<file path="src/rtl/pgd_pkg.sv">
// pgd_pkg: shared state encoding, counter width and default gap timing for the pulse-gap decoder.
package pgd_pkg;
    localparam int CNT_W        = 4;
    localparam int DEF_GAP_ONE  = 3;
    localparam int DEF_GAP_ZERO = 4;
    localparam int DEF_TIMEOUT  = 8;
    localparam int DEF_LOCK_CNT = 2;
    typedef enum logic {HUNT, TRACK} state_t;
endpackage

</file>
<file path="src/rtl/pulse_gap_decoder_if.sv">
// pulse_gap_decoder_if: pulse stream in, decoded bit/byte strobes out.
interface pulse_gap_decoder_if;
    logic       y_in;
    logic       bit_out;
    logic       bit_valid;
    logic       err;
    logic       locked;
    logic [7:0] byte_out;
    logic       byte_valid;
    modport master (output y_in, input bit_out, bit_valid, err, locked, byte_out, byte_valid);
    modport slave  (input y_in, output bit_out, bit_valid, err, locked, byte_out, byte_valid);
endinterface

</file>
<file path="src/rtl/pgd_deser.sv">
// pgd_deser: MSB-first 8-bit deserializer of decoded bits; only compiled with PGD_DESER_EN.
`ifdef PGD_DESER_EN
module pgd_deser (
    input  logic       clk,
    input  logic       reset,
    input  logic       shift,
    input  logic       din,
    input  logic       clear,
    output logic [7:0] byte_out,
    output logic       byte_valid
);
    logic [2:0] idx;
    logic [6:0] sh;
    // Inputs are next-cycle strobes, so the byte strobe lines up with the eighth bit_valid.
    always_ff @(posedge clk or posedge reset) begin
        if (reset) begin
            idx        <= '0;
            sh         <= '0;
            byte_out   <= '0;
            byte_valid <= 1'b0;
        end else begin
            byte_valid <= shift && &idx;
            if (clear) idx <= '0;
            else if (shift) begin
                sh  <= {sh[5:0], din};
                idx <= idx + 1'b1;
                if (&idx) byte_out <= {sh, din};
            end
        end
    end
endmodule
`endif

</file>
<file path="src/rtl/pulse_gap_decoder.sv">
// pulse_gap_decoder: decodes bits from pulse-to-pulse gaps on y_in, tracks lock and flags bad gaps/timeouts.
// Define PGD_DESER_EN to add the MSB-first byte deserializer.
module pulse_gap_decoder
    import pgd_pkg::*;
#(
    parameter int GAP_ONE  = DEF_GAP_ONE,
    parameter int GAP_ZERO = DEF_GAP_ZERO,
    parameter int TIMEOUT  = DEF_TIMEOUT,
    parameter int LOCK_CNT = DEF_LOCK_CNT
) (
    input logic                clk,
    input logic                reset,
    pulse_gap_decoder_if.slave bus
);
    localparam int GW = $clog2(LOCK_CNT + 1);
    state_t           state, state_n;
    logic [CNT_W-1:0] cnt, cnt_n;
    logic [GW-1:0]    good, good_n;
    logic             good_gap, bv_n, err_n, bit_n;
    logic [7:0]       byte_q;
    logic             byte_v;
    always_comb begin
        cnt_n    = bus.y_in ? CNT_W'(1) : cnt + CNT_W'(!(&cnt));
        good_gap = cnt == CNT_W'(GAP_ONE) || cnt == CNT_W'(GAP_ZERO);
        bv_n     = state == TRACK && bus.y_in && good_gap;
        err_n    = state == TRACK && (bus.y_in ? !good_gap : cnt == CNT_W'(TIMEOUT));
        bit_n    = bv_n ? cnt == CNT_W'(GAP_ONE) : bus.bit_out;
        state_n  = bus.y_in ? TRACK : (err_n ? HUNT : state);
        good_n   = (err_n || state_n == HUNT) ? '0 :
                   (bv_n && good != GW'(LOCK_CNT)) ? good + 1'b1 : good;
    end
    always_ff @(posedge clk or posedge reset) begin
        if (reset) begin
            state         <= HUNT;
            cnt           <= '0;
            good          <= '0;
            bus.bit_out   <= 1'b0;
            bus.bit_valid <= 1'b0;
            bus.err       <= 1'b0;
            bus.locked    <= 1'b0;
        end else begin
            state         <= state_n;
            cnt           <= cnt_n;
            good          <= good_n;
            bus.bit_out   <= bit_n;
            bus.bit_valid <= bv_n;
            bus.err       <= err_n;
            bus.locked    <= good_n == GW'(LOCK_CNT);
        end
    end
`ifdef PGD_DESER_EN
    pgd_deser u_deser (
        .clk        (clk),
        .reset      (reset),
        .shift      (bv_n),
        .din        (bit_n),
        .clear      (err_n),
        .byte_out   (byte_q),
        .byte_valid (byte_v)
    );
`else
    assign byte_q = '0;
    assign byte_v = 1'b0;
`endif
    assign bus.byte_out   = byte_q;
    assign bus.byte_valid = byte_v;
endmodule

</file>
<file path="src/flat_wrapper.sv">
// flat-port wrapper written by rule: the top's interface ports become plain ports
module pulse_gap_decoder_flat import pgd_pkg::*;
#(
    parameter int GAP_ONE  = DEF_GAP_ONE,
    parameter int GAP_ZERO = DEF_GAP_ZERO,
    parameter int TIMEOUT  = DEF_TIMEOUT,
    parameter int LOCK_CNT = DEF_LOCK_CNT
)
  (clk, reset, bus_y_in, bus_bit_out, bus_bit_valid, bus_err, bus_locked, bus_byte_out, bus_byte_valid);
  pulse_gap_decoder_if bus_i ();
  input logic clk;
  input logic reset;
  input wire logic [$bits(bus_i.y_in)-1:0] bus_y_in;
  output wire logic [$bits(bus_i.bit_out)-1:0] bus_bit_out;
  output wire logic [$bits(bus_i.bit_valid)-1:0] bus_bit_valid;
  output wire logic [$bits(bus_i.err)-1:0] bus_err;
  output wire logic [$bits(bus_i.locked)-1:0] bus_locked;
  output wire logic [$bits(bus_i.byte_out)-1:0] bus_byte_out;
  output wire logic [$bits(bus_i.byte_valid)-1:0] bus_byte_valid;
  assign bus_i.y_in = bus_y_in;
  assign bus_bit_out = bus_i.bit_out;
  assign bus_bit_valid = bus_i.bit_valid;
  assign bus_err = bus_i.err;
  assign bus_locked = bus_i.locked;
  assign bus_byte_out = bus_i.byte_out;
  assign bus_byte_valid = bus_i.byte_valid;
  pulse_gap_decoder #(.GAP_ONE(GAP_ONE), .GAP_ZERO(GAP_ZERO), .TIMEOUT(TIMEOUT), .LOCK_CNT(LOCK_CNT)) u_core (.clk(clk), .reset(reset), .bus(bus_i));
endmodule
</file>
<file path="config.mk">
export PLATFORM = sky130hd
export DESIGN_NAME = pulse_gap_decoder_flat
export DESIGN_NICKNAME = d
export VERILOG_FILES = /design/src/rtl/pgd_pkg.sv /design/src/rtl/pulse_gap_decoder_if.sv /design/src/rtl/pgd_deser.sv /design/src/rtl/pulse_gap_decoder.sv /design/src/flat_wrapper.sv
export SDC_FILE = /design/constraint.sdc
export NUM_CORES = 1
export LEC_CHECK = 0
export CORE_AREA = 2 2 39 41
export CTS_CLUSTER_DIAMETER = 40
export DETAILED_ROUTE_END_ITERATION = 10
export DIE_AREA = 0 0 41 43
export PLACE_DENSITY = 0.76
export SYNTH_ARGS = -nofsm -noshare
export SYNTH_HDL_FRONTEND = slang
export SYNTH_SLANG_ARGS = --single-unit
</file>
<file path="constraint.sdc">
create_clock -name clk -period 4.39 [get_ports clk]
set_clock_uncertainty 0.1 [all_clocks]
set_input_delay 0.6585 -clock clk [delete_from_list [all_inputs] [get_ports clk]]
set_output_delay 0.6585 -clock clk [all_outputs]
set_load 0.005 [all_outputs]
</file>
Word level (Yosys, flattened, before mapping) --
Index checks and enable logic that the tools add are counted.
Operators by class: equal/unequal tests 5, reduce and logical (&&, ||, !) cells 9, bitwise gates (word level) 1, $add $sub $neg 2, multiplexer cells 6
Operators by type and width (number):
- $add 4x1->4 | 1
- $eq 4x2->1 const B | 1
- $eq 4x3->1 const B | 1
- $eq 4x4->1 const B | 1
- $logic_and 1x1->1 | 4
- $mux 2 | 2
- $mux 4 | 1
- $reduce_and 4->1 | 1
- $mux 1 | 3
- $add 2x1->2 const B | 1
- $eq 2x2->1 const B | 1
- $logic_not 1->1 | 2
- $logic_or 1x1->1 | 2
- $ne 2x2->1 const B | 1
- $not 1->1 | 1
Storage, ports and cells: output and inout port bits 13, flip-flop bits (word level) 11, logic and storage cells 30

Longest topological paths before layout --
Gate-level depths: netlist of the first run.
word-level depth 11, depth in mapped cells 6

Worst setup path before layout of the first run --
Ideal clock, no wire load.
path kind input to register, start point in bus_y_in, end point reg u_core.bus.locked, data arrival time 1792 ps, path buffers 1, slack 2425 ps, setup time 74 ps, stages on the path 5, required time 4216 ps, cell sequence clkbuf_1 nand3b_1 a211o_1 or3_1 a21oi_2
Between the ends: cells in the longest elaborated chain, start to end 8
Ends and longest elaborated chain:
- start: declaration | RTL line flat_wrapper.sv:13 | input wire logic [$bits(bus_i.y_in)-1:0] bus_y_in;
- $mux 1 | RTL line pulse_gap_decoder.sv:26 | err_n = state == TRACK && (bus.y_in ? !good_gap : cnt == CNT_W'(TIMEOUT));
- $logic_and 1x1->1 | RTL line pulse_gap_decoder.sv:26
- $mux 1 (2 in series) | RTL line pulse_gap_decoder.sv:28 | state_n = bus.y_in ? TRACK : (err_n ? HUNT : state);
- $not 1->1 | RTL line pulse_gap_decoder.sv:29 | good_n = (err_n || state_n == HUNT) ? '0 :
- $logic_or 1x1->1 | RTL line pulse_gap_decoder.sv:29
- $mux 2 (*) | RTL line pulse_gap_decoder.sv:29
- $eq 2x2->1 (*) | RTL line pulse_gap_decoder.sv:48 | bus.locked <= good_n == GW'(LOCK_CNT);
- end signal: assignment | RTL line pulse_gap_decoder.sv:48
- end: declaration | RTL line pulse_gap_decoder_if.sv:11 | modport slave (input y_in, output bit_out, bit_valid, err, locked, byte_out, byte_valid);
Mark *: on every way between the ends. The rest lies on a longest branch, timed or not. A chain may end at the register's enable or synchronous reset.

Worst setup path after layout of the first run --
Same ends and word-level chain as after synthesis.

==> results of run 1 <==
## cells in the final DEF, fill, tap and decap left out, drive strengths merged, types with 3 or more instances in the layout
cell type and n:
a21oi 4, clkbuf 4, clkdlybuf4s50 6, conb 9, dfrtp 11, ha 3, nand3b 3, nor2 4
o21ai 3
## cells in the mapped netlist, drive strengths merged (2+ instances only)
library cell	instances	area share, %
xnor2	2	2.8
a21oi	4	3.8
or2	2	2.0
o21ai	3	2.4
ha	3	6.0
nand2	2	1.2
dfrtp	11	44
nor2	4	2.4
inv	2	1.2
or3b	2	2.8
buf	10	13
nand3b	3	3.6
nand3	2	1.6
## through the flow
stage / power (uW) / setup WS (ps) / area [um^2] / std cells / utilization (%)
CTS: 253 / 2230 / 682 / 86 / 49.3
detailed placement: 184 / 1950 / 656 / 82 / 47.4
finish: 249 / 2230 / 682 / 86 / 49.3
global route: 268 / 2160 / 682 / 86 / 49.3
global placement: 182 / 1980 / 656 / 82 / 47.4
floorplan: 175 / 2420 / 658 / 71 / -
## final timing paths
kind | end | cells after the start | from
min in group asynchronous | u_core.bus.err | 2 | reset
max in group asynchronous | u_core.good[1] | 2 | reset
worst min-delay path | u_core.state | 1 | u_core.state
worst max register to register | u_core.bus.locked | 4 | u_core.cnt[2]
worst max-delay path | u_core.bus.locked | 5 | bus_y_in
worst min register to register | u_core.state | 1 | u_core.state
## area by class of cell
class | instances | area, um^2
inverters | 2 | 7.51
repair buffers | 6 | 60.1
well taps | 16 | 20.0
flip-flops and latches | 11 | 275
fillers | 147 | 702
multi-input cells | 47 | 293
clock buffers | 4 | 26.3
## logic make-up after synthesis
kind of cell | Yosys count | synth area share, %
other | 1 | 0.597
DFF | 11 | 43.8
xor gates and xnor gates | 3 | 4.18
and+or+nand+nor | 21 | 19.7
adders and majority gates | 3 | 5.98
AOI/OAI and AO/OA | 11 | 11.4
buffers and inverters | 13 | 14.3
## sequential cells by signal, indices dropped and copies added, names as in the netlist
| name | count |
|---|---|
| u_core.cnt | 4 |
| u_core.good | 2 |
| u_core.bus.bit_out | 1 |
| u_core.bus.bit_valid | 1 |
| u_core.bus.err | 1 |
| u_core.bus.locked | 1 |
| u_core.state | 1 |
## power breakdown
| part | leakage, uW | internal (uW) | switching, uW | total, uW |
|---|---|---|---|---|
| clock | 0.0000150 | 35.1 | 32.2 | 67.3 |
| combinational | 0.000140 | 29.0 | 27.6 | 56.6 |
| sequential | 0.000136 | 114 | 10.6 | 125 |
| total | 0.000291 | 178 | 70.3 | 249 |
## per-layer routing
metal  track usage, %  share of wire [%]
met3             1.57                6.0
met2             15.6                 45
met1             16.6                 46
met4             12.0                3.7
met5                0                  0
==> key figures, run 1 <==
Logic synthesis
  • Sequential element share of the synthesized area: around 44%
  • Mapped Avg Cell Area: 9.97 um^2
  • Post-synth EDFFs: 0
  • Synthesis warning total: 0
  • Mapped cell area: 628 um^2
  • Synth Register Bits: 11
  • Ys async rst share: 100%
  • Synth Instances: 63
  • Synth cell types: 29
  • Ys flop type: dfrtp_1

Global routing
  • Largest net degree at the start of global routing: 12
  • First-pass GRT wire length: 1400 um
  • Total grt overflow: 0
  • Initial antenna violation count: 0
  • Vias in the first global route: 335
  • Gr usage total: roughly an eighth

Setup path
  • Required time of the critical path: ~4500 ps
  • Crit Path Category: primary input to flop
  • CP Buf/Inv Count: 1
  • CP startpoint kind: primary input
  • Crit path arrival time: ~2300 ps
  • Slowest stage cell on the critical path: clkdlybuf4s50_1
  • Crit path max fanout: 10
  • Setup crit end kind: flop
  • Flop2flop setup slack: 2520 ps
  • Max stage delay on crit path: approximately 640 ps
  • Worst path top cell family by delay: buffers and inverters
  • Critical Path, Cell by Cell: clkdlybuf4s50_1 > nand3b_1 > a211o_1 > or3_1 > a21oi_2

Clocking
  • Cts bufs inserted: 3
  • Hold_buf cts: 0
  • CTS H-tree lvls: 1
  • Clk root buf: clkbuf_4
  • CTS tree: done
  • Clock Path Buffers: 2
  • Post-cts gate resize count: 0
  • Later-pin clock latency in the skew report: roughly 260 ps
  • Post-CTS Setup Inserts: 0
  • Worst-path clk slew: 60 ps
  • CTS Sinks: 11

Placed design
  • IO buf count: 6
  • Dpl hpwl: 650 um
  • GP Congestion: 0.790

Detailed routing
  • Final ANT Viol Nets: 0
  • Routed wire length: 848 um
  • Wire per inst: roughly 10 um
  • Total number of vias: approximately 420
  • Drc violations: 0
  • First-pass iteration count of the detailed router: 2
  • Initial detailed-routing violation count: 1
  • Routed vias/inst: slightly below 5

Floorplan
  • Row count: 14
  • Die ar.: roughly 1800 um^2
  • Die X: just over 40 um
  • Top-Level Pins: 16
  • Die height: 43 um
  • Initial core utilization: 45.4%
  • Core area: roughly 1400 um^2

STA
  • Setup TNS Final: 0 ps
  • Final setup fails: 0
  • Final hold vios: 0
  • Tcrit/Tclk final: between 40% and 50%
  • Final min period: approximately 2200 ps
  • RSZ-0062 raised after global routing: false
  • Max Slew Vio Count: 0
  • Worst hold margin: 426 ps
  • Achievable frequency: 463 MHz

Power and ir drop
  • Worst vdd ir: 0.139 mV
  • P per Cell Area: between 300 and 400 nW/um^2
  • Leakage power: about 0.00029 uW

Cells and area
  • Fraction of layout cells with a size suffix above 1: 10.0%
  • # diodes: 0
  • Area Overhead vs Synth: 8.57%
  • Layout Nets: 77

Outcome
  • Status: finished, final reports clean

Flow run
  • Max-cap violations: 0

Hold path
  • Worst Hold Class: flop to flop
Note: power is estimated with default switching activity, not from simulation.
==> run 2: changes to the inputs <==
- CORE_AREA: 2 2 39 41 -> default
- CORE_UTILIZATION: default -> 46
- DIE_AREA: 0 0 41 43 -> default
- PLACE_DENSITY: 0.76 -> 0.75
- clock period: 4.39 -> 2.2 ns (I/O delays scaled with it)
==> run 2 against run 1 <==
  * Clock-buffer cell count unchanged
  * Setup slack worse by 1900 ps
  * Register-to-register slack worse by 2200 ps
  * Die area down 14%
  * Clock power increased by 100%
  * Global-route usage up 4.0 points
  * Non-clock buffer count grew 1
  * Total power rose by 100%
  * Wire length grew 10%
  * Cell count down 1.2%
  * Highest routed layer unchanged
==> key figures, run 2 (synthesis results as in run 1) <==
Power and ir drop
  • Worst vdd ir: 0.319 mV
  • P per Cell Area: roughly 730 nW/um^2
  • Leakage power: between 0.0002 and 0.0003 uW

Clocking
  • CTS Sinks: 11
  • Post-cts gate resize count: 0
  • Later-pin clock latency in the skew report: ~260 ps
  • Post-CTS Setup Inserts: 0
  • Hold_buf cts: 0
  • Clk root buf: clkbuf_4
  • CTS H-tree lvls: 1
  • Clock Path Buffers: 2
  • Worst-path clk slew: 70 ps
  • CTS tree: done
  • Cts bufs inserted: 3

Floorplan
  • Die ar.: 1520 um^2
  • Row count: 12
  • Initial core utilization: 53.0%
  • Core area: roughly 1200 um^2
  • Die X: 39.0 um
  • Top-Level Pins: 16
  • Die height: 39.0 um

Setup path
  • Worst path top cell family by delay: simple AND/OR/NAND/NOR gates
  • Flop2flop setup slack: 300 ps
  • Setup crit end kind: flop
  • Crit path max fanout: 9
  • Crit path arrival time: roughly 2000 ps
  • R2R Path Start: u_core.cnt[2]
  • Critical Path, Cell by Cell: or3b_1 > a211o_1 > or3_1 > a21oi_2
  • Worst r2r dst: u_core.bus.locked
  • Crit Path Category: flop to flop
  • R2r worst-path depth: 4
  • CP Buf/Inv Count: 0
  • Slowest stage cell on the critical path: dfrtp_1
  • CP startpoint kind: flop
  • Max stage delay on crit path: 490 ps
  • Required time of the critical path: between 2000 and 2500 ps

STA
  • Final setup fails: 0
  • Final min period: 1900 ps
  • Worst hold margin: 257 ps
  • Headroom to the max-slew limit: 65.6%
  • Slew @ Worst Pin: between 500 and 600 ps
  • Tcrit/Tclk final: between 80 and 90%
  • RSZ-0062 raised after global routing: false
  • Final hold vios: 0
  • Achievable frequency: 527 MHz
  • Max Slew Vio Count: 0
  • Setup TNS Final: 0 ps

Flow run
  • Max-cap violations: 0

Global routing
  • Largest net degree at the start of global routing: 12
  • Vias in the first global route: 375
  • First-pass GRT wire length: between 1500 and 2000 um
  • Gr usage total: 16.2%
  • Total grt overflow: 0
  • Initial antenna violation count: 0

Placed design
  • IO buf count: 6
  • Dpl hpwl: 686 um
  • Placed inst area: 661 um^2
  • GP Congestion: 0.798

Detailed routing
  • Total number of vias: 423
  • Routed vias/inst: 4.98
  • First-pass iteration count of the detailed router: 4
  • Final ANT Viol Nets: 0
  • Routed wire length: ~930 um
  • Drc violations: 0
  • Wire per inst: 11.0 um
  • Initial detailed-routing violation count: 5

Cells and area
  • Post-route cell area: 687 um^2
  • Largest registers: u_core.cnt: 4 flops, u_core.good: 2 flops
  • FILL cells: between 100 and 150
  • Commonest non-fill, non-tap cell in the layout: dfrtp_1
  • Layout Nets: 78
  • # diodes: 0
  • Max reg flops: 4
  • Area Overhead vs Synth: 9.36%
  • Most flops, register: u_core.cnt
  • Fraction of layout cells with a size suffix above 1: 11.3%
  • Most frequent cells in the layout: dfrtp_1 (11), conb_1 (9), clkdlybuf4s50_1 (6)

Outcome
  • Status: finished, final reports clean

Hold path
  • Worst Hold Class: primary input to async pin
## run 2: changes by cell type in the layout (fill, tap and decap cells not counted)
cell	previous run	this run
buf_4	0	1
## run 2: stage by stage
stage               setup slack [ps]  util (%)  power (uW)  std cells
finish                           303      57.9         502         85
global route                     207      57.9         540         85
CTS                              294      57.9         508         85
detailed placement               182      55.7         370         81
global placement                 234      55.7         364         81
floorplan                        448         -         349         71
## run 2: power breakdown
part,switching [uW],leakage [uW],internal (uW)
combinational,58.3,0.000145,59.2
clock,64.7,0.0000150,70.0
sequential,21.7,0.000136,228
## run 2: how the worst max path moves through the flow
stage               cells past startpoint                 to          start  slack (ps)
floorplan                               4  u_core.bus.locked  u_core.cnt[1]         450
global placement                        5  u_core.bus.locked       bus_y_in         230
detailed placement                      5  u_core.bus.locked       bus_y_in         180
CTS                                     4  u_core.bus.locked  u_core.cnt[2]         290
global route                            4  u_core.bus.locked  u_core.cnt[2]         210
finish                                  4  u_core.bus.locked  u_core.cnt[2]         300
## run 2: layer usage
layer	vias to the layer above	share of wire [%]	track usage (%)
li1	212	-	-
met5	-	0	0
met4	0	1.5	10.3
met1	192	46	21.0
met2	17	48	25.4
met3	2	4.3	1.73
## run 2: layout make-up
class | instances | area, um^2 | share of cell area (%)
clock buffers | 4 | 26.3 | 3.83
repair buffers | 7 | 67.6 | 9.84
inverters | 2 | 7.51 | 1.09
multi-input cells | 47 | 293 | 42.6
flip-flops and latches | 11 | 275 | 40.1
well taps | 14 | 17.5 | 2.55
